==> src/rtl/panel_sequencer_pkg.sv <==
// panel_sequencer_pkg: shared state encoding, request indices and priority helpers
package panel_sequencer_pkg;
  typedef enum logic [2:0] {
    S_IDLE, S_CLR, S_EXT, S_LOAD, S_DEP_REQ, S_EXAM_REQ, S_INC, S_CONT
  } state_t;
  localparam int N_REQ = 6;
  localparam int R_CLR = 0;
  localparam int R_EXT = 1;
  localparam int R_LOAD = 2;
  localparam int R_DEP = 3;
  localparam int R_EXAM = 4;
  localparam int R_CONT = 5;
  localparam logic [N_REQ-1:0] ANY_TIME = N_REQ'(1) << R_CLR;
  function automatic logic [N_REQ-1:0] pick(input logic [N_REQ-1:0] p);
    return p & (-p);
  endfunction
  function automatic state_t req_state(input logic [N_REQ-1:0] g);
    return g[R_CLR] ? S_CLR : g[R_EXT] ? S_EXT : g[R_LOAD] ? S_LOAD :
           g[R_DEP] ? S_DEP_REQ : g[R_EXAM] ? S_EXAM_REQ : g[R_CONT] ? S_CONT : S_IDLE;
  endfunction
endpackage

==> src/rtl/panel_sequencer_req_latch.sv <==
// panel_req_latch: sticky panel request capture, halted qualification and priority grant
module panel_req_latch
  import panel_sequencer_pkg::*;
(
  input  logic             clk,
  input  logic             reset,
  input  logic [N_REQ-1:0] pulse,
  input  logic             halted,
  input  logic [N_REQ-1:0] take,
  output logic [N_REQ-1:0] pend,
  output logic [N_REQ-1:0] grant
);
  logic [N_REQ-1:0] acc;
  always_comb acc = pulse & ~pend & (halted ? {N_REQ{1'b1}} : ANY_TIME);
  assign grant = pick(pend);
  always_ff @(posedge clk or negedge reset)
    if (!reset) pend <= '0;
    else pend <= (pend & ~take) | acc;
endmodule

==> src/rtl/panel_sequencer.sv <==
// panel_sequencer: front-panel command sequencer driving memory cycles and cpu control pulses
module panel_sequencer
  import panel_sequencer_pkg::*;
#(
  parameter int ACK_TIMEOUT = 16
) (
  input  logic        clk,
  input  logic        reset,
  input  logic        cleard,
  input  logic        extd_addrd,
  input  logic        addr_loadd,
  input  logic        depd,
  input  logic        examd,
  input  logic        contd,
  input  logic        halted,
  input  logic [11:0] sr,
  output logic        mem_req,
  output logic        mem_we,
  output logic [14:0] mem_addr,
  output logic [11:0] mem_wdata,
  input  logic        mem_ack,
  input  logic [11:0] mem_rdata,
  output logic [11:0] ma,
  output logic [11:0] md,
  output logic [2:0]  ifld,
  output logic [2:0]  dfld,
  output logic        cpu_clear,
  output logic        cpu_cont,
  output logic        busy,
  output logic        err
);
  localparam int CW = $clog2(ACK_TIMEOUT + 1);
  state_t state;
  logic [CW-1:0] cnt;
  logic [N_REQ-1:0] pend, grant, take;
  assign take = (state == S_IDLE) ? grant : '0;
  panel_req_latch u_latch (
    .clk(clk), .reset(reset),
    .pulse({contd, examd, depd, addr_loadd, extd_addrd, cleard}),
    .halted(halted), .take(take), .pend(pend), .grant(grant)
  );
  always_ff @(posedge clk or negedge reset)
    if (!reset) begin
      state <= S_IDLE;
      cnt <= '0;
      ma <= '0;
      md <= '0;
      ifld <= '0;
      dfld <= '0;
      mem_req <= 1'b0;
      mem_we <= 1'b0;
      mem_addr <= '0;
      mem_wdata <= '0;
      cpu_clear <= 1'b0;
      cpu_cont <= 1'b0;
      busy <= 1'b0;
      err <= 1'b0;
    end else begin
      case (state)
        S_IDLE: begin
          state <= req_state(grant);
          busy <= |grant;
          cpu_clear <= grant[R_CLR];
          cpu_cont <= 1'b0;
          cnt <= '0;
          if (grant[R_CLR]) err <= 1'b0;
          mem_req <= grant[R_DEP] | grant[R_EXAM];
          mem_we <= grant[R_DEP];
          mem_addr <= {ifld, ma};
          mem_wdata <= grant[R_DEP] ? sr : mem_wdata;
        end
        S_CLR: begin
          cpu_clear <= 1'b0;
          state <= S_IDLE;
          busy <= 1'b0;
        end
        S_EXT: begin
          ifld <= sr[5:3];
          dfld <= sr[2:0];
          state <= S_IDLE;
          busy <= 1'b0;
        end
        S_LOAD: begin
          ma <= sr;
          state <= S_IDLE;
          busy <= 1'b0;
        end
        S_DEP_REQ, S_EXAM_REQ: begin
          if (mem_ack) begin
            mem_req <= 1'b0;
            mem_we <= 1'b0;
            md <= (state == S_DEP_REQ) ? sr : mem_rdata;
            state <= S_INC;
          end else if (cnt == CW'(ACK_TIMEOUT - 1)) begin
            mem_req <= 1'b0;
            mem_we <= 1'b0;
            err <= 1'b1;
            state <= S_IDLE;
            busy <= 1'b0;
          end else cnt <= cnt + CW'(1);
        end
        S_INC: begin
          ma <= ma + 12'd1;
          state <= S_IDLE;
          busy <= 1'b0;
        end
        S_CONT: begin
          cpu_cont <= halted;
          state <= S_IDLE;
          busy <= 1'b0;
        end
      endcase
    end
endmodule
==> config.mk <==
export PLATFORM = sky130hd
export DESIGN_NAME = panel_sequencer
export DESIGN_NICKNAME = d
export VERILOG_FILES = /design/src/rtl/panel_sequencer_pkg.sv /design/src/rtl/panel_sequencer_req_latch.sv /design/src/rtl/panel_sequencer.sv
export SDC_FILE = /design/constraint.sdc
export NUM_CORES = 1
export LEC_CHECK = 0
export CORE_ASPECT_RATIO = 1.25
export CORE_UTILIZATION = 43
export CTS_CLUSTER_SIZE = 10
export DETAILED_ROUTE_END_ITERATION = 10
export PLACE_DENSITY = 0.76
export SYNTH_ARGS = -nofsm -noshare
export SYNTH_HDL_FRONTEND = slang
export SYNTH_SLANG_ARGS = --single-unit
==> constraint.sdc <==
create_clock -name clk -period 1.62 [get_ports clk]
set_input_delay 0.324 -clock clk [delete_from_list [all_inputs] [get_ports clk]]
set_output_delay 0.324 -clock clk [all_outputs]
set_load 0.005 [all_outputs]
Word level (Yosys, flattened, before mapping)
Index checks and enable logic that the tools add are counted.
{ "totals": {"reg_bits": 77, "inputBits": 34, "out_inout_bits": 63, "elab_cells": 81} }
{ "op_classes": {"add_sub_neg": 3, "n_eq_ne": 13, "mux": 28, "bitwise_logic": 8, "reduce_logical": 14} }
{ "op_table": {"columns": ["cell", "n"], "rows": [
  ["AND 6 bit", 4],
  ["two-way mux 3 bit", 8],
  ["case mux 12 bit (2 select lines)", 1],
  ["adder 12 x 1 -> 12 bit, second input constant", 1],
  ["equality test 3 bit, second input constant", 4],
  ["two-way mux 12 bit", 1],
  ["two-way mux 6 bit", 2],
  ["inverter 6 bit", 2],
  ["two-way mux 5 bit", 2],
  ["case mux 1 bit (2 select lines)", 5],
  ["case mux 5 bit (2 select lines)", 1],
  ["case mux 3 bit (3 select lines)", 1],
  ["!= test 2 bit, second input constant", 4],
  ["AND reduction 2 bit", 4],
  ["nonzero test 2 bit", 4],
  ["equality test 3 x 2 -> 1 bit, second input constant", 2],
  ["two-way mux 1 bit", 6],
  ["negation 6 bit", 1],
  ["bitwise OR 6 bit", 1],
  ["OR reduction 6 bit", 1],
  ["adder 5 x 1 -> 5 bit, second input constant", 1],
  ["equality test 5 x 4 -> 1 bit, second input constant", 1],
  ["OR reduction 5 bit", 1],
  ["AND reduction 4 bit", 1],
  ["other kinds (7)", 7]
]} }

Logic depth before layout (Yosys ltp)
Gate-level depths: netlist (run 1).
{ "depth": {"word_depth": 9, "mapped_depth": 7, "ltp_nobuf": 7} }

Hierarchy
A second synthesis (run 1) with hierarchy kept.
{ "hier_totals": {"hier_cells": 340, "area_unflattened_um2": 3577.2} }
{ "by_module_without_submodules": {"columns": ["module", "n_inst", "cells_each", "area_per_inst_um2", "seq_area_each_um2"], "rows": [
  ["panel_sequencer", 1, 315, 3285.7, 1776.7],
  ["panel_req_latch", 1, 25, 291.5, 150.1]
]} }

Worst setup path before layout (run 1)
OpenSTA, ideal clock, no wires.
{ "synth_path": {"path_type": "register -> register", "from": "register cnt[0]", "to": "register cnt[0]", "setup_ns": 0.125, "arrival_ns": 1.640, "required_ns": 1.495, "slack_ns": -0.144, "stages_incl_launch_ff": 7, "n_path_buf": 0, "synth_period_minus_slack_ns": 1.764, "path_cell_list": "dfrtp_1 ha_1 and3_1 ha_1 nor4b_4 nor2_1 mux2_2"} }
{ "synth_between": {"elab_chain_len": 4, "word_cells_on_any_way": 7, "classes_between": "add/sub (1); eq/ne (2); mux (3); reduce/logical (1)"} }
{ "synth_lines": {"columns": ["item", "line", "rtl"], "rows": [
  ["from (decl)", "panel_sequencer.sv:34", "logic [CW-1:0] cnt;"],
  ["from (signal assigned)", "panel_sequencer.sv:100", "end else cnt <= cnt + CW'(1);"],
  ["adder 5 x 1 -> 5 bit", "panel_sequencer.sv:100", null],
  ["two-way mux 5 bit", "panel_sequencer.sv:94", "end else if (cnt == CW'(ACK_TIMEOUT - 1)) begin"],
  ["two-way mux 5 bit", "panel_sequencer.sv:89", "if (mem_ack) begin"],
  ["case mux 5 bit (2 select lines)", "panel_sequencer.sv:59", "case (state)"]
]} }
Parallel ways exist; a longest one is shown, timed or not. The select of a mux whose other input is x is not followed.
A chain may end at the register's enable or synchronous reset.

Final worst setup path (run 1)
{ "layout_path": {"from": "register cnt[1]", "to": "register cnt[3]"} }
The elaborated chain is that of the path after synthesis.

==> summary.md, run 1 <==
| Metric | Value |
|---|---|
| DR pass1 iterations | 4 |
| Setup TNS | -0.5154 ns |
| Commonest non-fill, non-tap cell in the layout | clkdlybuf4s50_1 |
| Maximum VDD drop | 0.9363 mV |
| Cell Area, Synth | approximately 3500 µm² |
| Fillers | 630 |
| Worst skew pair latency | 0.35 ns |
| Cell variety after synth | 54 |
| CP Launch Point | cnt[1] |
| Core Box Area | between 7000 and 8000 µm² |
| MaxCap Viol Count | 0 |
| Post-synth ARST share | 1.000 |
| Mapped Cells | 334 |
| YS warnings | 0 |
| Hold/Removal Path Class | register to register |
| Primary FF master, synth | dfrtp_1 |
| Htree depth | 3 |
| Final wirelength | 9.334 mm |
| Worst setup SP type | register |
| Reg area | about 1900 µm² |
| Worst clock skew | 0.007357 ns |
| Critical path buffers and inverters | 0 |
| Global Route Usage Sum | 0.2365 |
| Tightest Pin Transition | 0.3982 ns |
| Hpwl dp | roughly 6.5 mm |
| Met2 routed WL | 4.835 mm |
| Met1 wire length | 3.761 mm |
| First-pass GRT wire length | about 15 mm |
| Vias in the first global route | around 3000 |
| CTS tree | built |
| Worst-path maximum fanout | 3 |
| Met3 wire len | ~530 µm |
| Hold Vio Cnt, Final | 0 |
| R2R Path Start | cnt[1] |
| Initial DRC count | 196 |
| Multi-input logic area | 1543 µm² |
| Gp weighted congestion | 0.8453 |
| Via density | 5.331 |
| Slew Limit Fails | 0 |
| Final Critical Period | 1.761 ns |
| Slew headroom | 0.7345 |
| # port buffers | 96 |
| Worst Setup Path Type | register to register |
| Synth Area per Inst | 10.50 µm² |
| Largest net degree at the start of global routing | 78 |
| Crit share post-route | 1.087 |
| Initial Util | 0.4473 |
| Hold WS | 0.4751 ns |
| N_diodes | 0 |
| Initial antenna violation count | 0 |
| Crit path max-delay family | simple AND/OR/NAND/NOR gates |
| Hold_sp | mem_addr[7] |
| Synth-to-layout area growth | 48.82% |
| Final WS setup | -0.1415 ns |
| Die height | 103.0 µm |
| Residual DRC | 0 |
| Pleak | ~2.3 nW |
| Share of the synthesized area in the top cell type | 0.5496 |
| Failing checks | setup timing |
| EDFF count, synth | 0 |
| Final net count | between 500 and 600 |
| Syn_nets | 371 |
| Clock buffer depth | 2 |
| Area of the die | between 8000 and 9000 µm² |
| Register area share after synthesis | 0.5496 |
| Setup violators final | 5 |
| Slowest stage cell, crit path | dfrtp_1 |
| Synth area leaders | dfrtp_1, nand2_1, mux2_4 |
| Yosys reg bits | 77 |
| Max stage delay on crit path | 0.39 ns |
| Status | complete, but fails checks |
| Io pins | a little under 100 |
| Die X | 82.76 µm |
| RSZ-0062 raised after global routing | true |
| Layout cells sized above 1 | 0.2227 |
| PwrDens | 1870 nW/µm² |
| Top layer in use | met4 |
| Type of element capturing the critical path | register |
| Remaining antenna violation count | 0 |
| Data arrival time of the critical path | 2.00 ns |
| Worst EP required | 1.85 ns |
| Worst-path cell chain | ha_2, and3_4, ha_4, nor4b_4, nand4_1, xor2_1, nor2_1 |
| Most frequent cells in the layout | clkdlybuf4s50_1, nand2_1, dfrtp_1 |
| Sink Count | 77 |
| Gr ovfl total | 0 |
| TritonCTS Buffers | 9 |
| Maximum clock rate | 567.7 MHz |
| Routed vias | 3044 |
| Drt wl/cell | 16.35 µm |
| Clock Pin Slew Worst Setup and Hold Paths | approximately 0.08 ns |
| FP Rows | 36 |
| Root buf cell | clkbuf_8 |
| Post-synth top area cell | dfrtp_1 |
Yosys cell counts, types with 3 or more instances:
cell / number
o22ai_1: 5
a211oi_1: 3
nor2_1: 11
mux2_2: 10
mux2_4: 9
o21ai_1: 4
nand3_1: 3
nand2b_1: 3
mux2i_1: 13
o21ai_0: 22
nand2_1: 85
nand4_1: 4
a21oi_1: 12
dfrtp_1: 77
clkbuf_1: 4
ha_1: 3
nor3_1: 3
buf_2: 7
nor2b_1: 4
inv_1: 7
layout make-up:
class / instances / area share
clock inverter: 4 / 0.01391
tap: 95 / 0.02278
multi-input combinational: 235 / 0.2957
inverter: 7 / 0.005036
clock buffer: 11 / 0.02710
timing repair buffer: 142 / 0.2652
sequential: 77 / 0.3703
what timing repair did:
action                                  CTS  global route
cloned                                    0             1
hold buffers                              1             0
setup buffers                            12             3
gates resized for setup                   9            15
endpoints found under the setup margin   30            13
pin swaps                                 5             6
hold endpoints to repair                 12             0
path summary, 6_finish.rpt:
path                                    end  slack (ns)  cells after the start
max in group asynchronous             ma[2]        0.77                      3
worst min register to register  mem_addr[7]        0.48                      2
min in group asynchronous            cnt[4]        0.52                      3
worst max-delay path                 cnt[3]       -0.14                      7
worst max register to register       cnt[3]       -0.14                      7
worst min-delay path            mem_addr[7]        0.48                      2
metrics by stage:
| step | power [mW] | utilization | area [µm²] | setup WS, ns | std cells |
|---|---|---|---|---|---|
| global route | 10.42 | 0.6657 | 5218 | -0.2445 | 571 |
| finish | 9.757 | 0.6657 | 5218 | -0.1415 | 571 |
| CTS | 9.661 | 0.6536 | 5122 | -0.1536 | 567 |
| global placement | 7.673 | 0.6114 | 4792 | -0.1214 | 539 |
| detailed placement | 7.851 | 0.6114 | 4792 | -0.1957 | 539 |
| floorplan | 5.323 | - | 3532 | -0.09976 | 334 |
power breakdown:
group          total (mW)  switching [mW]  internal (mW)  leakage, nW
clock                1.59           0.694          0.899        0.105
combinational        4.84            2.06           2.79         1.28
sequential           3.32           0.554           2.77        0.930
total                9.76            3.31           6.45         2.32
kinds of logic (layout without fill, tap and decap cells):
kind of cell / count (synthesis) / in the layout / share of synthesized area
DFF: 77 / 77 / 0.5496
adders and majority gates: 3 / 3 / 0.01071
AOI/OAI and AO/OA: 65 / 65 / 0.1156
buffers and inverters: 22 / 164 / 0.03176
xor gates and xnor gates: 3 / 3 / 0.007496
muxes: 32 / 32 / 0.1078
and+or+nand+nor: 132 / 132 / 0.1770
state kept, by name, indices dropped and copies added (netlist names):
register / count
mem_addr: 15
ma: 12
md: 12
mem_wdata: 12
u_latch.pend: 6
cnt: 5
dfld: 3
ifld: 3
state: 3
busy: 1
cpu_clear: 1
cpu_cont: 1
err: 1
mem_req: 1
mem_we: 1
per-layer routing:
metal,vias up,global-route usage
met4,0,0.1021
met5,-,0
met1,1479,0.2786
li1,1436,-
met3,19,0.05398
met2,110,0.4079
worst reg2reg max path: cells and delay by family, from the launching register on:
| family | cells | cell delay (ns) |
|---|---|---|
| XOR/XNOR | 1 | 0.19 |
| AND/OR/NAND/NOR | 4 | 0.73 |
| adder cells (fa/ha/maj) | 2 | 0.35 |
| flip-flops | 1 | 0.39 |
(Power assumes the default switching activity.)
==> run 2: changes to the inputs <==
SLEW_MARGIN = 20   (was not set)
==> results of run 2 <==
No change in the layout: final DEF, timing and power equal those of run 1.
==> patch (flow settings as in run 1) <==
Make the reset (`reset`) synchronous in 2 clocked blocks.
--- a/src/rtl/panel_sequencer_req_latch.sv
+++ b/src/rtl/panel_sequencer_req_latch.sv
@@ -15,3 +15,3 @@
   assign grant = pick(pend);
-  always_ff @(posedge clk or negedge reset)
+  always_ff @(posedge clk)
     if (!reset) pend <= '0;
--- a/src/rtl/panel_sequencer.sv
+++ b/src/rtl/panel_sequencer.sv
@@ -41,3 +41,3 @@
   );
-  always_ff @(posedge clk or negedge reset)
+  always_ff @(posedge clk)
     if (!reset) begin
Function: differs if reset is asserted again (counterexample within 4 cycles, from zero or initial values and one cycle with reset low); with reset held inactive, the same outputs for 4 cycles.
==> patch against run 1 <==
  * The flow still finishes with violations (setup timing)
  * Die area down 2.2%
  * Clock skew is 8.2 ps higher
  * Setup slack gained 1.1 ps
  * Cell count up 5.1%
  * Wire length increased by 0.77%
  * First-iteration DRC count down 9.7%
  * Area after synthesis decreased by 2.2%
  * Non-clock buffer count down 11
  * Sequential cell count unchanged
  * Final area shrank 3.7%
  * Critical endpoint is now cnt[3]
Power is not compared: it rests on default switching activity, and its combinational part moved more than twofold at a synthesized area within 25%.
==> patch: results (changes against run 1) <==
| Metric | Value |
|---|---|
| Synth cell count leaders | 77 x dfxtp_1, 50 x nor2_1, 49 x nand2_1 (was 85 x nand2_1, 77 x dfrtp_1, 22 x o21ai_0) |
| Main synth FF type | dfxtp_1 (was dfrtp_1) |
| Via count | 3220 (was 3044) |
| FF+latch area | 1570 um2 (was 1930 um2) |
| Status | complete, but fails checks (unchanged) |
| Wire per inst | 15.7 um (was 16.3 um) |
| Final Setup Violations | 7 (was 5) |
| Syn Area/Cell | 8.92 um2 (was 10.5 um2) |
| First-pass GRT wire length | 14.8 mm (about the same) |
| Layout cells sized above 1 | 17.2% (was 22.3%) |
| Setup TNS | -520 ps (was -515 ps) |
| GR Layer Usage met2 | 42.0% (was 40.8%) |
| Layout clock area frac | 4.78% (was 4.10%) |
| Reg2reg start | cnt[1] (unchanged) |
| DRT Wirelength | 9.41 mm (was 9.33 mm) |
| Vias in the first global route | 3132 (was 3081) |
| Failing checks | setup timing (unchanged) |
| Pre-CTS setup slack | -115 ps (was -196 ps) |
| Multi-input gate area | 1770 um2 (was 1540 um2) |
| Placed Cells | 583 (was 539) |
| CP arrival | 2030 ps (was 2000 ps) |
| Final RePlAce weighted congestion | 0.887 (was 0.845) |
| Met3 WL | 417 um (was 526 um) |
| GR Layer Usage met1 | 26.0% (was 27.9%) |
| Netlist cell types | 53 (was 54) |
| Met3 Use GR | 5.71% (was 5.40%) |
| Worst setup margin | -140 ps (was -141 ps) |
| Synth area leaders | dfxtp_1 45%, mux2i_1 8.8%, nor2_1 5.5% (was dfrtp_1 55%, nand2_1 9.1%, mux2_4 3.9%) |
| Gr usage total | 23.5% (was 23.7%) |
| Met2 WL | 4.97 mm (was 4.84 mm) |
| Final non-clock buffer share | 25.9% (was 26.5%) |
| Hold path start | mem_we (was mem_addr[7]) |
| Slowest stage delay, CP | 570 ps (was 390 ps) |
patch: cells by family (layout without fill, tap and decap cells):
logic type / count (synthesis) / after routing / share of synthesized area, %
AND/OR/NAND/NOR: 146 / 146 / 21.4
AO/OA/AOI/OAI: 92 / 92 / 17.2
flip-flops: 77 / 77 / 45.0
XOR/XNOR: 1 / 1 / 0.256
adder cells (fa/ha/maj): 3 / 3 / 1.10
multiplexers: 32 / 32 / 9.53
buffers and inverters: 33 / 154 / 5.51
patch: path summary, 6_finish.rpt:
| path | to | cells past startpoint | slack (ps) |
|---|---|---|---|
| max | cnt[3] | 7 | -140 |
| min | mem_we | 2 | 460 |
| max reg2reg | cnt[3] | 7 | -140 |
| min reg2reg | mem_we | 2 | 460 |
patch: power breakdown:
part           switching, mW  leakage, nW  internal [mW]  total (mW)
sequential            0.0976        0.633           2.01        2.10
clock                  0.689        0.121           1.07        1.75
combinational          0.610         1.14          0.622        1.23
